[config.mk]
export PLATFORM = sky130hd
export DESIGN_NAME = osc_scheduler
export DESIGN_NICKNAME = d
export VERILOG_FILES = /design/src/rtl/osc_scheduler.sv
export SDC_FILE = /design/constraint.sdc
export NUM_CORES = 1
export LEC_CHECK = 0
export CAP_MARGIN = 20
export CORE_UTILIZATION = 28
export CTS_CLUSTER_SIZE = 16
export DETAILED_ROUTE_END_ITERATION = 10
export PLACE_DENSITY = 0.57
export SYNTH_ARGS = -nofsm -noshare
export SYNTH_HDL_FRONTEND = slang
export SYNTH_SLANG_ARGS = --single-unit
[constraint.sdc]
create_clock -name i_clk -period 18.6 [get_ports i_clk]
set_input_delay 3.72 -clock i_clk [delete_from_list [all_inputs] [get_ports i_clk]]
set_output_delay 3.72 -clock i_clk [all_outputs]
set_load 0.05 [all_outputs]
[src/rtl/osc_scheduler.sv]
// Two-oscillator wavetable scheduler: one shared table port, one lookup per
// oscillator per sample tick, amplitude scaling and a halved two-voice mix.
module osc_scheduler #(
  parameter int ACC_W  = 24,
  parameter int TBL_AW = 10,
  parameter int SMP_W  = 16
) (
  input  logic                    i_clk,
  input  logic                    i_rst_n,
  input  logic                    i_sample_tick,
  input  logic [7:0]              i_osc1_wave,
  input  logic [ACC_W-1:0]        i_osc1_freq,
  input  logic [15:0]             i_osc1_phase,
  input  logic [15:0]             i_osc1_amp,
  input  logic [7:0]              i_osc2_wave,
  input  logic [ACC_W-1:0]        i_osc2_freq,
  input  logic [15:0]             i_osc2_phase,
  input  logic [15:0]             i_osc2_amp,
  output logic                    o_tbl_req,
  output logic [1:0]              o_tbl_sel,
  output logic [TBL_AW-1:0]       o_tbl_addr,
  input  logic signed [SMP_W-1:0] i_tbl_data,
  output logic signed [SMP_W-1:0] o_sample,
  output logic                    o_sample_valid,
  output logic                    o_busy,
  output logic                    o_overrun
);

  typedef enum logic [2:0] {IDLE, ACC1, REQ1, MUL1, ACC2, REQ2, MUL2, MIX} state_t;

  state_t state, state_next;

  logic [7:0]              wave1, wave2;
  logic [ACC_W-1:0]        freq1, freq2, acc1, acc2;
  logic [15:0]             phase1, phase2, amp1, amp2;
  logic signed [SMP_W-1:0] contrib1, contrib2;
  logic [1:0]              held_sel;
  logic [TBL_AW-1:0]       held_addr;

  // The second half of the frame (ACC2..MUL2) works on oscillator 2.
  logic                    osc2_active;
  logic [7:0]              cur_wave;
  logic [ACC_W-1:0]        cur_acc;
  logic [15:0]             cur_phase, cur_amp;
  logic                    cur_silent;
  logic [1:0]              cur_sel;
  logic [TBL_AW-1:0]       req_addr;

  assign osc2_active = (state == ACC2) || (state == REQ2) || (state == MUL2);
  assign cur_wave    = osc2_active ? wave2  : wave1;
  assign cur_acc     = osc2_active ? acc2   : acc1;
  assign cur_phase   = osc2_active ? phase2 : phase1;
  assign cur_amp     = osc2_active ? amp2   : amp1;
  assign cur_silent  = (cur_wave == 8'd0) || (cur_wave > 8'd4);
  assign cur_sel     = cur_wave[1:0] - 2'd1;
  assign req_addr    = cur_acc[ACC_W-1 -: TBL_AW] + cur_phase[15 -: TBL_AW];

  // Signed 33-bit product; bits [31:16] are the floor-shifted Q0.16 result.
  logic signed [SMP_W+16:0] data_ext, amp_ext, product;
  logic signed [SMP_W-1:0]  scaled;
  logic signed [SMP_W:0]    mix_sum;

  assign data_ext = {{17{i_tbl_data[SMP_W-1]}}, i_tbl_data};
  assign amp_ext  = {{(SMP_W+1){1'b0}}, cur_amp};
  assign product  = data_ext * amp_ext;
  assign scaled   = product[SMP_W+15:16];
  assign mix_sum  = {contrib1[SMP_W-1], contrib1} + {contrib2[SMP_W-1], contrib2};

  always_ff @(posedge i_clk or negedge i_rst_n) begin
    if (!i_rst_n) state <= IDLE;
    else          state <= state_next;
  end

  always_comb begin
    state_next = state;
    case (state)
      IDLE:    if (i_sample_tick) state_next = ACC1;
      ACC1:    state_next = REQ1;
      REQ1:    state_next = MUL1;
      MUL1:    state_next = ACC2;
      ACC2:    state_next = REQ2;
      REQ2:    state_next = MUL2;
      MUL2:    state_next = MIX;
      MIX:     state_next = IDLE;
      default: state_next = IDLE;
    endcase
  end

  always_comb begin
    o_busy     = (state != IDLE);
    o_tbl_req  = ((state == REQ1) || (state == REQ2)) && !cur_silent;
    o_tbl_sel  = o_tbl_req ? cur_sel  : held_sel;
    o_tbl_addr = o_tbl_req ? req_addr : held_addr;
  end

  always_ff @(posedge i_clk or negedge i_rst_n) begin
    if (!i_rst_n) begin
      wave1          <= '0;
      wave2          <= '0;
      freq1          <= '0;
      freq2          <= '0;
      phase1         <= '0;
      phase2         <= '0;
      amp1           <= '0;
      amp2           <= '0;
      acc1           <= '0;
      acc2           <= '0;
      contrib1       <= '0;
      contrib2       <= '0;
      held_sel       <= '0;
      held_addr      <= '0;
      o_sample       <= '0;
      o_sample_valid <= 1'b0;
      o_overrun      <= 1'b0;
    end else begin
      o_sample_valid <= 1'b0;
      o_overrun      <= i_sample_tick && (state != IDLE);
      if (o_tbl_req) begin
        held_sel  <= cur_sel;
        held_addr <= req_addr;
      end
      case (state)
        IDLE: if (i_sample_tick) begin
          wave1  <= i_osc1_wave;
          freq1  <= i_osc1_freq;
          phase1 <= i_osc1_phase;
          amp1   <= i_osc1_amp;
          wave2  <= i_osc2_wave;
          freq2  <= i_osc2_freq;
          phase2 <= i_osc2_phase;
          amp2   <= i_osc2_amp;
        end
        ACC1: acc1     <= acc1 + freq1;
        MUL1: contrib1 <= cur_silent ? '0 : scaled;
        ACC2: acc2     <= acc2 + freq2;
        MUL2: contrib2 <= cur_silent ? '0 : scaled;
        MIX: begin
          o_sample       <= mix_sum[SMP_W:1];
          o_sample_valid <= 1'b1;
        end
        default: ;
      endcase
    end
  end

endmodule

* Yosys cells after proc, flatten, opt, wreduce, memory -nomap -nowiden
Cells that the tools add are included.
** Word-level totals
- Register bits after elaboration :: 241
- Output and inout port bits :: 32
- Logic and storage cells :: 54
** Operators by class
- Add/subtract/negate cells :: 5
- $mul :: 1
- $lt $le $gt $ge :: 1
- Equality and inequality tests :: 8
- Mux-type cells :: 10
- Reductions and logical operators :: 11
** Operators with widths (count)
- $add 24x24->24 :: 2
- $mux 16 :: 3
- $mul 16x17->32 :: 1
- $mux 24 :: 1
- $pmux 3 s8 :: 1
- $add 16x16->17 :: 1
- $eq 3x3->1 const B :: 4
- $add 10x10->10 :: 1
- $mux 10 :: 1
- $gt 8x3->1 const B :: 1
- $logic_not 8->1 :: 1
- $mux 8 :: 1
- $eq 3x2->1 const B :: 2
- $logic_or 1x1->1 :: 4
- $eq 3x1->1 const B :: 1
- $logic_not 3->1 :: 1
- $mux 3 :: 1
- $reduce_bool 3->1 :: 1
- $logic_and 1x1->1 :: 2
- $mux 2 :: 1
- $ne 2x2->1 const B :: 1
- $reduce_and 2->1 :: 1
- $sub 2x1->2 const B :: 1
- $logic_not 1->1 :: 1
- $mux 1 :: 1

* Depth between registers and ports, before layout
Gate-level depths: netlist of run 1.
- Depth after elaboration :: 9
- Mapped depth :: 29

* Least setup slack after synthesis of run 1
No wires, ideal clock.
- Path kind :: input port to flip-flop
- Start :: input port i_tbl_data[7]
- End :: register contrib2[12]
- Data arrival time :: 9.342 ns
- Data required time :: 18.505 ns
- Slack :: 9.163 ns
- Cell stages on the path :: 23
- Path buffers :: 1
- Cell sequence :: clkbuf_1 nand2_1 fa_1 inv_1 fa_1 inv_1 fa_1 inv_1 fa_1 fa_1 inv_1 fa_1 inv_1 ha_1 a21o_1 a21o_1 and4bb_2 a22oi_4 a22o_4 a211oi_4 o21bai_2 xnor2_1 o31ai_1
** On the way
- Longest elaborated chain between the ends :: 2
** RTL lines
- from (decl) :: RTL line 22 : input logic signed [SMP_W-1:0] i_tbl_data,
- $mul 16x17->32 :: RTL line 65 : assign product = data_ext * amp_ext;
- $mux 16 :: RTL line 136 : MUL2: contrib2 <= cur_silent ? '0 : scaled;
- to (signal assigned) :: RTL line 136
- to (decl) :: RTL line 36 : logic signed [SMP_W-1:0] contrib1, contrib2;
No other way between the ends.
A chain may end at the register's enable or synchronous reset.

* Final worst setup path of run 1
- Start :: input port i_tbl_data[7]
- End :: register contrib2[15]
The elaborated chain is that of the path after synthesis.

==> flow_summary_export.csv, run 1 <==
group,metric,value,unit
timing,setup_violations,0,
timing,tns,0,ns
synthesis,avgSynthCellArea,9.987,um2
setup_path,reg2reg_from,"state[0]$_DFFE_PN0P_",
timing,finalHoldViolations,0,
cells_and_area,fin_util,33.37,%
grt,grt_pass1_vias,15228,
cells_and_area,final_layout_size_suffix_gt1_share,11.36,%
setup_path,critical_path_class,"input port to flop",
placement,portBuffers,166,
timing,fin_crit_sh,54.68,%
cts,numCtsBuffers,27,
route,drt_iter0_markers,626,
cts,cts_sinks,229,
setup_path,required,18.98,ns
cells_and_area,fillCellCount,7210,
cts,cts_tree,"built",
synthesis,synth_ff_type,"dfrtp_1",
cts,post_cts_buffers,0,
grt,grt_usage,13.53,%
route,via_count,14573,
setup_path,path_cells,"clkdlybuf4s50_1 -> nand2_1 -> fa_1 -> inv_1 -> fa_1 -> inv_1 -> fa_1 -> inv_1 -> fa_1 -> fa_1 -> inv_1 -> fa_1 -> inv_1 -> ha_1 -> a21o_1 -> a21o_1 -> and4bb_2 -> a22oi_4 -> a22o_4 -> a211oi_4 -> o21ai_2 -> xnor2_1 -> o31ai_1",
grt,antenna_found_initial,3,
cts,clk_pin_slew_worst_paths,0.06,ns
status,status,"complete, no violations",
synthesis,synth_cells,2051,
synthesis,synth_top_area_share,27.98,%
route,wl_per_cell,15.93,um
timing,slew_viol_final,0,
timing,rsz0062_at_grt,"false",
placement,hpwl,38780,um
setup_path,cp-startpoint,"i_tbl_data[7]",
synthesis,syn_nets,2584,
cts,ctsHoldBuffers,0,
synthesis,synthTopCellsByArea,"dfrtp_1, fa_1, ha_1",
synthesis,yosysTopAreaCell,"dfrtp_1",
floorplan,io-pin-count,179,
grt,grt_pass1_wl,80850,um
setup_path,cp_max_fo,16,
floorplan,rows,98,
grt,grt_max_degree,98,
timing,slew_headroom,33.78,%
cts,clk_latency,0.55,ns
floorplan,start_util,28.46,%
synthesis,ys_ff_latch,229,
route,antenna_left,0,
floorplan,die_w,272.5,um
cts,cts_buffer_depth,3,
placement,place_congestion,0.8152,
cells_and_area,syn2layout_area_growth,17.27,%
route,via_per_inst,4.626,
setup_path,crit_path_start_kind,"input port",
cells_and_area,antenna_cells,0,
route,drt-pass1-iter-count,5,
route,drt-total-wl,50160,um
setup_path,cpMostUsedCell,"fa_1",
floorplan,fp.dieH,272.5,um
worst_hold_path,hold_path_startpoint,"o_sample[6]$_DFFE_PN0P_",
route,drc,0,
synthesis,synth_cell_types,66,
grt,overflow,0,
cts,cts-root-buf,"clkbuf_16",
timing,fin_crit,10.17,ns
worst_hold_path,hp-class,"flop to flop",
timing,tightest_slew,0.9909,ns
floorplan,dieArea,0.07424,mm2
setup_path,cp_slowest_stage_delay,1.06,ns
floorplan,coreArea,0.07198,mm2
cts,cts.htree.levels,1,
synthesis,netlist_area,0.02048,mm2
synthesis,async_flop_share,100.0,%
setup_path,worst_path_max_delay_cell,"clkdlybuf4s50_1",
job,drv_cap,0,
synthesis,yosysSeqAreaShare,27.98,%
cts,ctsResizeCount,0,
synthesis,synth_edf_count,0,
cells_and_area,num-nets-final,2712,
setup_path,cp.arrival,10.55,ns
synthesis,ys_warn_count,0,
timing,skew,0.01512,ns
setup_path,critPathCaptureType,"flop",
timing,fmax,98.32,MHz
==> layout make-up <==
class	count	area, um2	share of cell area (%)
Inverter	273	1025	4.266
Clock inverter	16	148.9	0.6198
Timing Repair Buffer	177	1757	7.313
Multi-Input combinational cell	1471	13430	55.91
Sequential cell	229	5731	23.86
Clock buffer	34	742.0	3.089
Tap cell	950	1189	4.948
==> final timing paths <==
kind / to / slack [ns] / depth (start not counted)
min reg2reg: o_sample[6]$_DFFE_PN0P_ / 0.48 / 2
min: o_sample[6]$_DFFE_PN0P_ / 0.48 / 2
max: contrib2[15]$_DFFE_PN0P_ / 8.43 / 23
min in group asynchronous: freq2[12]$_DFFE_PN0P_ / 3.16 / 1
max in group asynchronous: contrib2[7]$_DFFE_PN0P_ / 13.22 / 3
max reg2reg: contrib2[15]$_DFFE_PN0P_ / 10.35 / 26
==> Yosys cell counts, drive strengths merged (4+ instances only) <==
library cell	number
o31ai	21
nand2	256
xnor2	47
a31oi	7
or2	9
ha	189
buf	8
nor3b	4
o21a	14
and4	4
clkbuf	70
inv	273
a22o	4
o21ai	108
a21o	28
nand3	19
a211o	5
fa	197
nor2b	9
xor2	31
o211ai	6
nor3	23
nor2	51
a21oi	69
o21bai	15
mux2	166
nand2b	10
and3	7
a211oi	6
nand4	7
a22oi	4
and2	114
o41ai	5
dfrtp	229
mux2i	7
==> layout by cell type, fill, tap and decap left out, types with 5 or more instances in the layout <==
| master | count |
|---|---|
| a21oi_1 | 68 |
| nand2b_1 | 10 |
| nor3_1 | 23 |
| and3_1 | 7 |
| xnor2_1 | 47 |
| buf_4 | 10 |
| clkdlybuf4s50_1 | 165 |
| nor2b_1 | 9 |
| a31oi_1 | 7 |
| o21bai_1 | 14 |
| o21a_1 | 14 |
| dfrtp_1 | 229 |
| a211oi_1 | 5 |
| clkinv_2 | 8 |
| o211ai_1 | 6 |
| and2_1 | 114 |
| nand2_1 | 256 |
| o21ai_0 | 103 |
| a21o_1 | 28 |
| mux2_2 | 163 |
| ha_1 | 189 |
| clkbuf_16 | 27 |
| or2_2 | 9 |
| fa_1 | 197 |
| nand3_1 | 19 |
| xor2_1 | 31 |
| a211o_1 | 5 |
| mux2i_1 | 7 |
| inv_1 | 273 |
| nand4_1 | 6 |
| o31ai_1 | 20 |
| nor2_1 | 50 |
==> metrics by stage <==
step,worst slack [ns],instances,hold slack (ns),instance area (um2)
final,8.429,3150,0.4812,24020
after global routing,8.147,3150,0.5051,24020
after CTS,8.434,3148,0.4876,24000
after detailed placement,7.869,3098,0.4745,23110
after global placement,7.919,3098,0.4664,23110
after floorplan,9.163,2051,0.4526,20480
==> flip-flops by register name (all words and copies together), names as in the netlist, 10 cells and up <==
name / flops
contrib1: 16
held_addr: 10
contrib2: 16
amp1: 16
amp2: 16
acc2: 24
freq2: 24
phase1: 10
acc1: 24
o_sample: 16
phase2: 10
freq1: 24
==> critical path: cells and delay by family <==
kind	cells	cell delay, ns
adders and majority gates	7	3.44
and+or+nand+nor	2	0.49
AOI/OAI and AO/OA	7	1.25
xor gates and xnor gates	1	0.31
buffers and inverters	6	1.32
==> cell families (layout without fill, tap and decap cells) <==
| group | count (synthesis) | in the layout | share of synthesized area (%) |
|---|---|---|---|
| flip-flops | 229 | 229 | 27.98 |
| buffers and inverters | 351 | 500 | 6.456 |
| adder cells (fa/ha/maj) | 386 | 386 | 30.80 |
| AND/OR/NAND/NOR | 528 | 528 | 12.34 |
| XOR/XNOR | 78 | 78 | 3.335 |
| AO/OA/AOI/OAI | 306 | 306 | 9.590 |
| multiplexers | 173 | 173 | 9.505 |
==> metal layers <==
metal | GRT usage (%) | routed length, um
met4 | 3.046 | 976
met2 | 22.13 | 22950
met3 | 2.610 | 2563
met5 | 0 | 27
met1 | 18.39 | 23650
Power of run 1 is not shown: default switching activity piles up to over one toggle a cycle in this logic, so the estimate is an artifact.
==> run 2, diff against run 1 <==
==> constraint.sdc (replaced) <==
create_clock -name i_clk -period 10.3 [get_ports i_clk]
set_input_delay 2.06 -clock i_clk [delete_from_list [all_inputs] [get_ports i_clk]]
set_output_delay 2.06 -clock i_clk [all_outputs]
set_load 0.05 [all_outputs]
==> run 2 against run 1 <==
  * Hold slack got worse by 0.0011 ns
  * Global-route usage increased by 0.12 points
  * Final cell count unchanged
  * Via count about the same
  * Die area unchanged
  * Setup slack got worse by 6.6 ns
  * Routed wire length about the same
  * Critical path depth unchanged
  * Sequential cell count unchanged
  * First-iteration DRC count increased by 7.5%
==> flow_summary_export.csv, run 2 (same netlist as run 1, synthesis figures left out) <==
group,metric,value,unit
cts,clk_pin_slew_worst_paths,0.06,ns
cts,cts.htree.levels,1,
setup_path,required,10.68,ns
floorplan,io-pin-count,179,
cts,post_cts_buffers,0,
route,via_per_inst,4.629,
placement,place_congestion,0.8176,
setup_path,crit_path_start_kind,"input port",
grt,use_met2,22.29,%
status,status,"complete, no violations",
cts,cts_tree,"built",
timing,setup_violations,0,
worst_hold_path,hp-class,"flop to flop",
setup_path,critical_path_class,"input port to flop",
setup_path,reg2reg_to,"contrib2[15]$_DFFE_PN0P_",
timing,fin_crit_sh,82.27,%
grt,grt_usage,13.65,%
setup_path,reg2reg_from,"state[0]$_DFFE_PN0P_",
placement,hpwl,39170,um
floorplan,start_util,28.46,%
timing,fin_crit,8.474,ns
cells_and_area,num-nets-final,2713,
grt,grt_use_met3,2.301,%
grt,grt_pass1_vias,15362,
timing,skew,0.01298,ns
cells_and_area,syn2layout_area_growth,17.26,%
route,drt-pass1-iter-count,5,
timing,fmax,118.0,MHz
route,antenna_left,0,
cells_and_area,mostFrequentLayoutCell,"inv_1",
grt,grt_pass1_wl,81940,um
setup_path,reg2reg_depth,26,
floorplan,die_w,272.5,um
setup_path,cp_slowest_stage_delay,1.02,ns
worst_hold_path,hold_path_startpoint,"o_sample[7]$_DFFE_PN0P_",
floorplan,fp.dieH,272.5,um
route,drt-total-wl,50150,um
timing,rsz0062_at_grt,"false",
cts,ctsHoldBuffers,0,
setup_path,critPathBufInv,6,
cts,cts_buffer_depth,3,
setup_path,cpMostUsedCell,"fa_1",
timing,tightest_slew,0.9488,ns
setup_path,critPathCaptureType,"flop",
grt,antenna_found_initial,2,
timing,slew_viol_final,0,
setup_path,cp.arrival,8.86,ns
floorplan,rows,98,
cts,ctsResizeCount,0,
timing,finalHoldViolations,0,
cts,cts_sinks,229,
grt,overflow,0,
grt,grtUsageMet1,18.74,%
cells_and_area,final_cell_mix,"inv_1, nand2_1, dfrtp_1",
job,drv_cap,0,
timing,slew_headroom,36.60,%
grt,grt_max_degree,108,
route,drc,0,
setup_path,worst_path_max_delay_cell,"clkdlybuf4s50_1",
setup_path,path_delay_family,"adder cells",
placement,portBuffers,166,
cells_and_area,final_layout_size_suffix_gt1_share,11.19,%
timing,tns,0,ns
route,via_count,14582,
cts,clk_latency,0.54,ns
floorplan,coreArea,0.07198,mm2
route,drt_iter0_markers,673,
cts,cts-root-buf,"clkbuf_16",
floorplan,dieArea,0.07424,mm2
worst_hold_path,whs_path_depth,2,
worst_hold_path,holdPathEnd,"o_sample[7]$_DFFE_PN0P_",
route,wl_per_cell,15.92,um
cts,numCtsBuffers,27,
setup_path,cp_max_fo,16,
setup_path,r2r_slack,1.88,ns
grt,grt-busiest-layer,"met2",
setup_path,path_cells,"clkdlybuf4s50_1 -> nand2_1 -> fa_1 -> inv_1 -> fa_1 -> inv_1 -> fa_1 -> inv_1 -> fa_1 -> fa_1 -> inv_1 -> fa_1 -> inv_1 -> ha_1 -> a21o_1 -> a21o_1 -> and4bb_2 -> a22oi_4 -> a22o_4 -> a211oi_4 -> o21ai_2 -> xnor2_1 -> o31ai_1",
-- run 2: per-layer routing --
metal,part of all wire (%),vias to the layer above
met5,0.054,-
met4,2.1,4
met3,4.9,66
met2,46,304
met1,47,7191
li1,-,7017
-- run 2: how the worst max path moves through the flow --
stage | startpoint | endpoint | slack [ns] | cells after the start
6_report | i_tbl_data[7] | contrib2[15]$_DFFE_PN0P_ | 1.83 | 23
5_1_grt | state[0]$_DFFE_PN0P_ | contrib2[15]$_DFFE_PN0P_ | 1.32 | 26
4_1_cts | state[0]$_DFFE_PN0P_ | contrib1[15]$_DFFE_PN0N_ | 1.75 | 26
3_5_place_dp | i_tbl_data[1] | contrib1[15]$_DFFE_PN0N_ | 1.27 | 21
3_3_place_gp | i_tbl_data[7] | contrib1[15]$_DFFE_PN0N_ | 1.35 | 23
2_1_floorplan | i_tbl_data[7] | contrib2[12]$_DFFE_PN0P_ | 2.52 | 23
-- run 2: tightest hold or removal path, stage by stage, from the launching register on --
cell     delay [ns]
dfrtp_1        0.34
nand2_1        0.05
o21ai_0        0.06
-- run 2: layout make-up --
type | instances | area [um2]
diodes | 2 | 5.005
clock buffers | 38 | 777.0
clock inverters | 9 | 86.33
fillers | 7203 | 47960
inverters | 273 | 1025
multi-input cells | 1471 | 13430
flip-flops and latches | 229 | 5731
well taps | 950 | 1189
repair buffers | 178 | 1777
-- run 2: metrics by stage --
stage	cell area (um2)	utilization, %	worst slack [ns]	cells	hold WS, ns
5_1_grt	24010	33.36	1.325	3148	0.5025
2_1_floorplan	20480	-	2.523	2051	0.4526
6_report	24020	33.37	1.826	3150	0.4801
3_5_place_dp	23120	32.13	1.274	3100	0.4736
3_3_place_gp	23120	32.12	1.353	3099	0.4653
4_1_cts	23990	33.33	1.746	3147	0.4862
Power of run 2 is left out for the same reason.
==> patch, RTL diff (settings of run 2) <==
Re-encode `state_t` (8 states) as one-hot, 8 bits wide.
--- a/src/rtl/osc_scheduler.sv
+++ b/src/rtl/osc_scheduler.sv
@@ -26,7 +26,7 @@
   output logic                    o_overrun
 );
 
-  typedef enum logic [2:0] {IDLE, ACC1, REQ1, MUL1, ACC2, REQ2, MUL2, MIX} state_t;
+  typedef enum logic [7:0] {IDLE = 8'b00000001, ACC1 = 8'b00000010, REQ1 = 8'b00000100, MUL1 = 8'b00001000, ACC2 = 8'b00010000, REQ2 = 8'b00100000, MUL2 = 8'b01000000, MIX = 8'b10000000} state_t;
 
   state_t state, state_next;
 
Formal check against the unedited RTL: same outputs for any inputs over 4 cycles, from zero or initial values and one cycle with i_rst_n low; so few cycles prove little.
==> patch against run 2 <==
  * Cell count rose by 7.9%
  * Count of clock-buffer cells in the layout rose by 2
  * Sequential cell count rose by 5
  * Synthesized cell count rose by 12%
  * Final area rose by 0.45%
  * Worst setup slack got worse by 170 ps
  * Routed wire length rose by 3.3%
  * Critical path depth fell by 1
  * Area after synthesis barely moved
  * Register-to-register slack improved by 110 ps
  * Critical endpoint is now contrib2[7]$_DFFE_PN0P_
Power is not shown: default switching activity piles up to over one toggle a cycle in this logic, so the estimate is an artifact.
==> patch: results (changes against run 2) <==
================================================================================
Delay of the slowest cell on the worst path .......................      1010 ps
Clock transition at the registers of the reported paths ...........        60 ps   about the same
Post-CTS Setup Inserts ............................................            0   unchanged
Share of async-settable or async-resettable flops after synthesis .       100.0%   unchanged
Overall fraction of global-route tracks in use ....................       14.33%   +0.67 points
Largest net degree at the start of global routing .................          112   +3.7%
Gp weighted congestion ............................................       0.7843   -4.1%
Estimated wirelength of the detail-placed design ..................     39.46 mm   +0.75%
Path type of the worst min-delay path .............................   reg -> reg
Number of detailed-route iterations in the first pass .............            6   +1
Clock Skews .......................................................     27.67 ps   +14.70 ps
Skew-Pair Late Insertion Delay ....................................       570 ps   +30 ps
Distinct cell type count of the synthesized netlist ...............           63   -4.5%
Wire length of the first global-routing pass ......................     85.68 mm   +4.6%
Initial antenna violation count ...................................            2   unchanged
Slowest-stage cell, CP ............................................ sky130_fd_sc_hd__clkdlybuf4s50_1
Crit path max-delay family ........................................  adder cells
Clk root buf ...................................................... sky130_fd_sc_hd__clkbuf_16
Syn Nets ..........................................................        2,829   +9.5%
Number of buffers inserted during clock tree synthesis ............           28   +3.7%
Synth top area cells .............................................. sky130_fd_sc_hd__dfrtp_1 28%, sky130_fd_sc_hd__fa_1 19%, sky130_fd_sc_hd__ha_1 11%, sky130_fd_sc_hd__nand2_1 11%, sky130_fd_sc_hd__inv_1 5.0%
Gates resized, CTS repair .........................................            0   unchanged
H-Tree Depth ......................................................            1   unchanged
Share of post-route cells with drive strength above 1 .............       4.902%   -6.3 points
Status ............................................................ complete, no violations
Detailed Route Iter0 Violations ...................................          660   -1.9%
Net count of the finished layout ..................................        2,958   +9.0%
Most frequent cells after synthesis ............................... 614 x sky130_fd_sc_hd__nand2_1, 273 x sky130_fd_sc_hd__inv_1, 233 x sky130_fd_sc_hd__dfrtp_1
Number of buffers added on ports ..................................          166   unchanged
Mean number of vias per cell ......................................        4.495   -2.9%
Crit-path max FO ..................................................           16   unchanged
Final standard cell count with taps included and fillers excluded .        3,398   +7.9%
Yosys synthesis warning count .....................................            0   unchanged
Register area share after synthesis ...............................       28.60%   +0.63 points
Placed cell count .................................................        3,349   +8.0%
CP arrival ........................................................      9070 ps   +210 ps
Clk buf depth .....................................................            3   unchanged
CTS tree ..........................................................         done
Average routed wire per standard cell .............................     15.25 um   -4.2%
Number of antenna diodes ..........................................            0   -2
Finish-stage setup viols ..........................................            0   unchanged
Average cell area after synthesis .................................   8.903 um^2   -11%
Via count of the first global-routing pass ........................       15,826   +3.0%
Relative max-transition margin ....................................       31.11%   -5.5 points
================================================================================
patch: cells by family after synthesis:
family / synth area share [%]
AOI/OAI and AO/OA: 9.307
buffers and inverters: 6.471
muxes: 2.230
and+or+nand+nor: 19.32
adders and majority gates: 30.57
xor gates and xnor gates: 3.507
DFF: 28.60
patch: cell type report:
cell class | count | area (um^2)
clock buffer | 40 | 805.8
clock inverter | 9 | 176.4
fill | 7453 | 47850
inverter | 273 | 1027
multi-input combinational | 1713 | 13310
sequential | 234 | 5857
tap | 950 | 1189
timing repair buffer | 179 | 1764
patch: path summary, 6_finish.rpt:
path	from	endpoint	slack (ps)	cells after the start
max in group asynchronous	i_rst_n	amp2[0]$_DFFE_PN0P_	7230	2
min in group asynchronous	i_rst_n	acc1[7]$_DFFE_PN0P_	1520	1
max reg2reg	state[1]$_DFFE_PN0P_	contrib2[7]$_DFFE_PN0P_	1990	25
max	i_tbl_data[3]	contrib2[7]$_DFFE_PN0P_	1660	22
min reg2reg	phase1[9]$_DFFE_PN0P_	phase1[9]$_DFFE_PN0P_	470	2
min	phase1[9]$_DFFE_PN0P_	phase1[9]$_DFFE_PN0P_	470	2
patch: worst min-delay path, stage by stage, from the launching register on:
cell and delay (ps):
sky130_fd_sc_hd__dfrtp_1 330, sky130_fd_sc_hd__nand2_1 50, sky130_fd_sc_hd__nand2_1 50
patch: metrics by stage:
stage               cell area (um^2)  worst slack, ps
floorplan                      20480             2489
global placement               23140             1095
detailed placement             23140             1072
CTS                            24130             1659
global route                   24130             1291
finish                         24130             1660
patch: per-layer routing:
metal | global-route usage [%] | up-vias | wire [um]
li1 | - | 7592 | -
met1 | 20.79 | 7399 | 26020
met2 | 22.95 | 233 | 23190
met3 | 1.851 | 47 | 1780
met4 | 2.306 | 2 | 818
met5 | 0 | - | 12
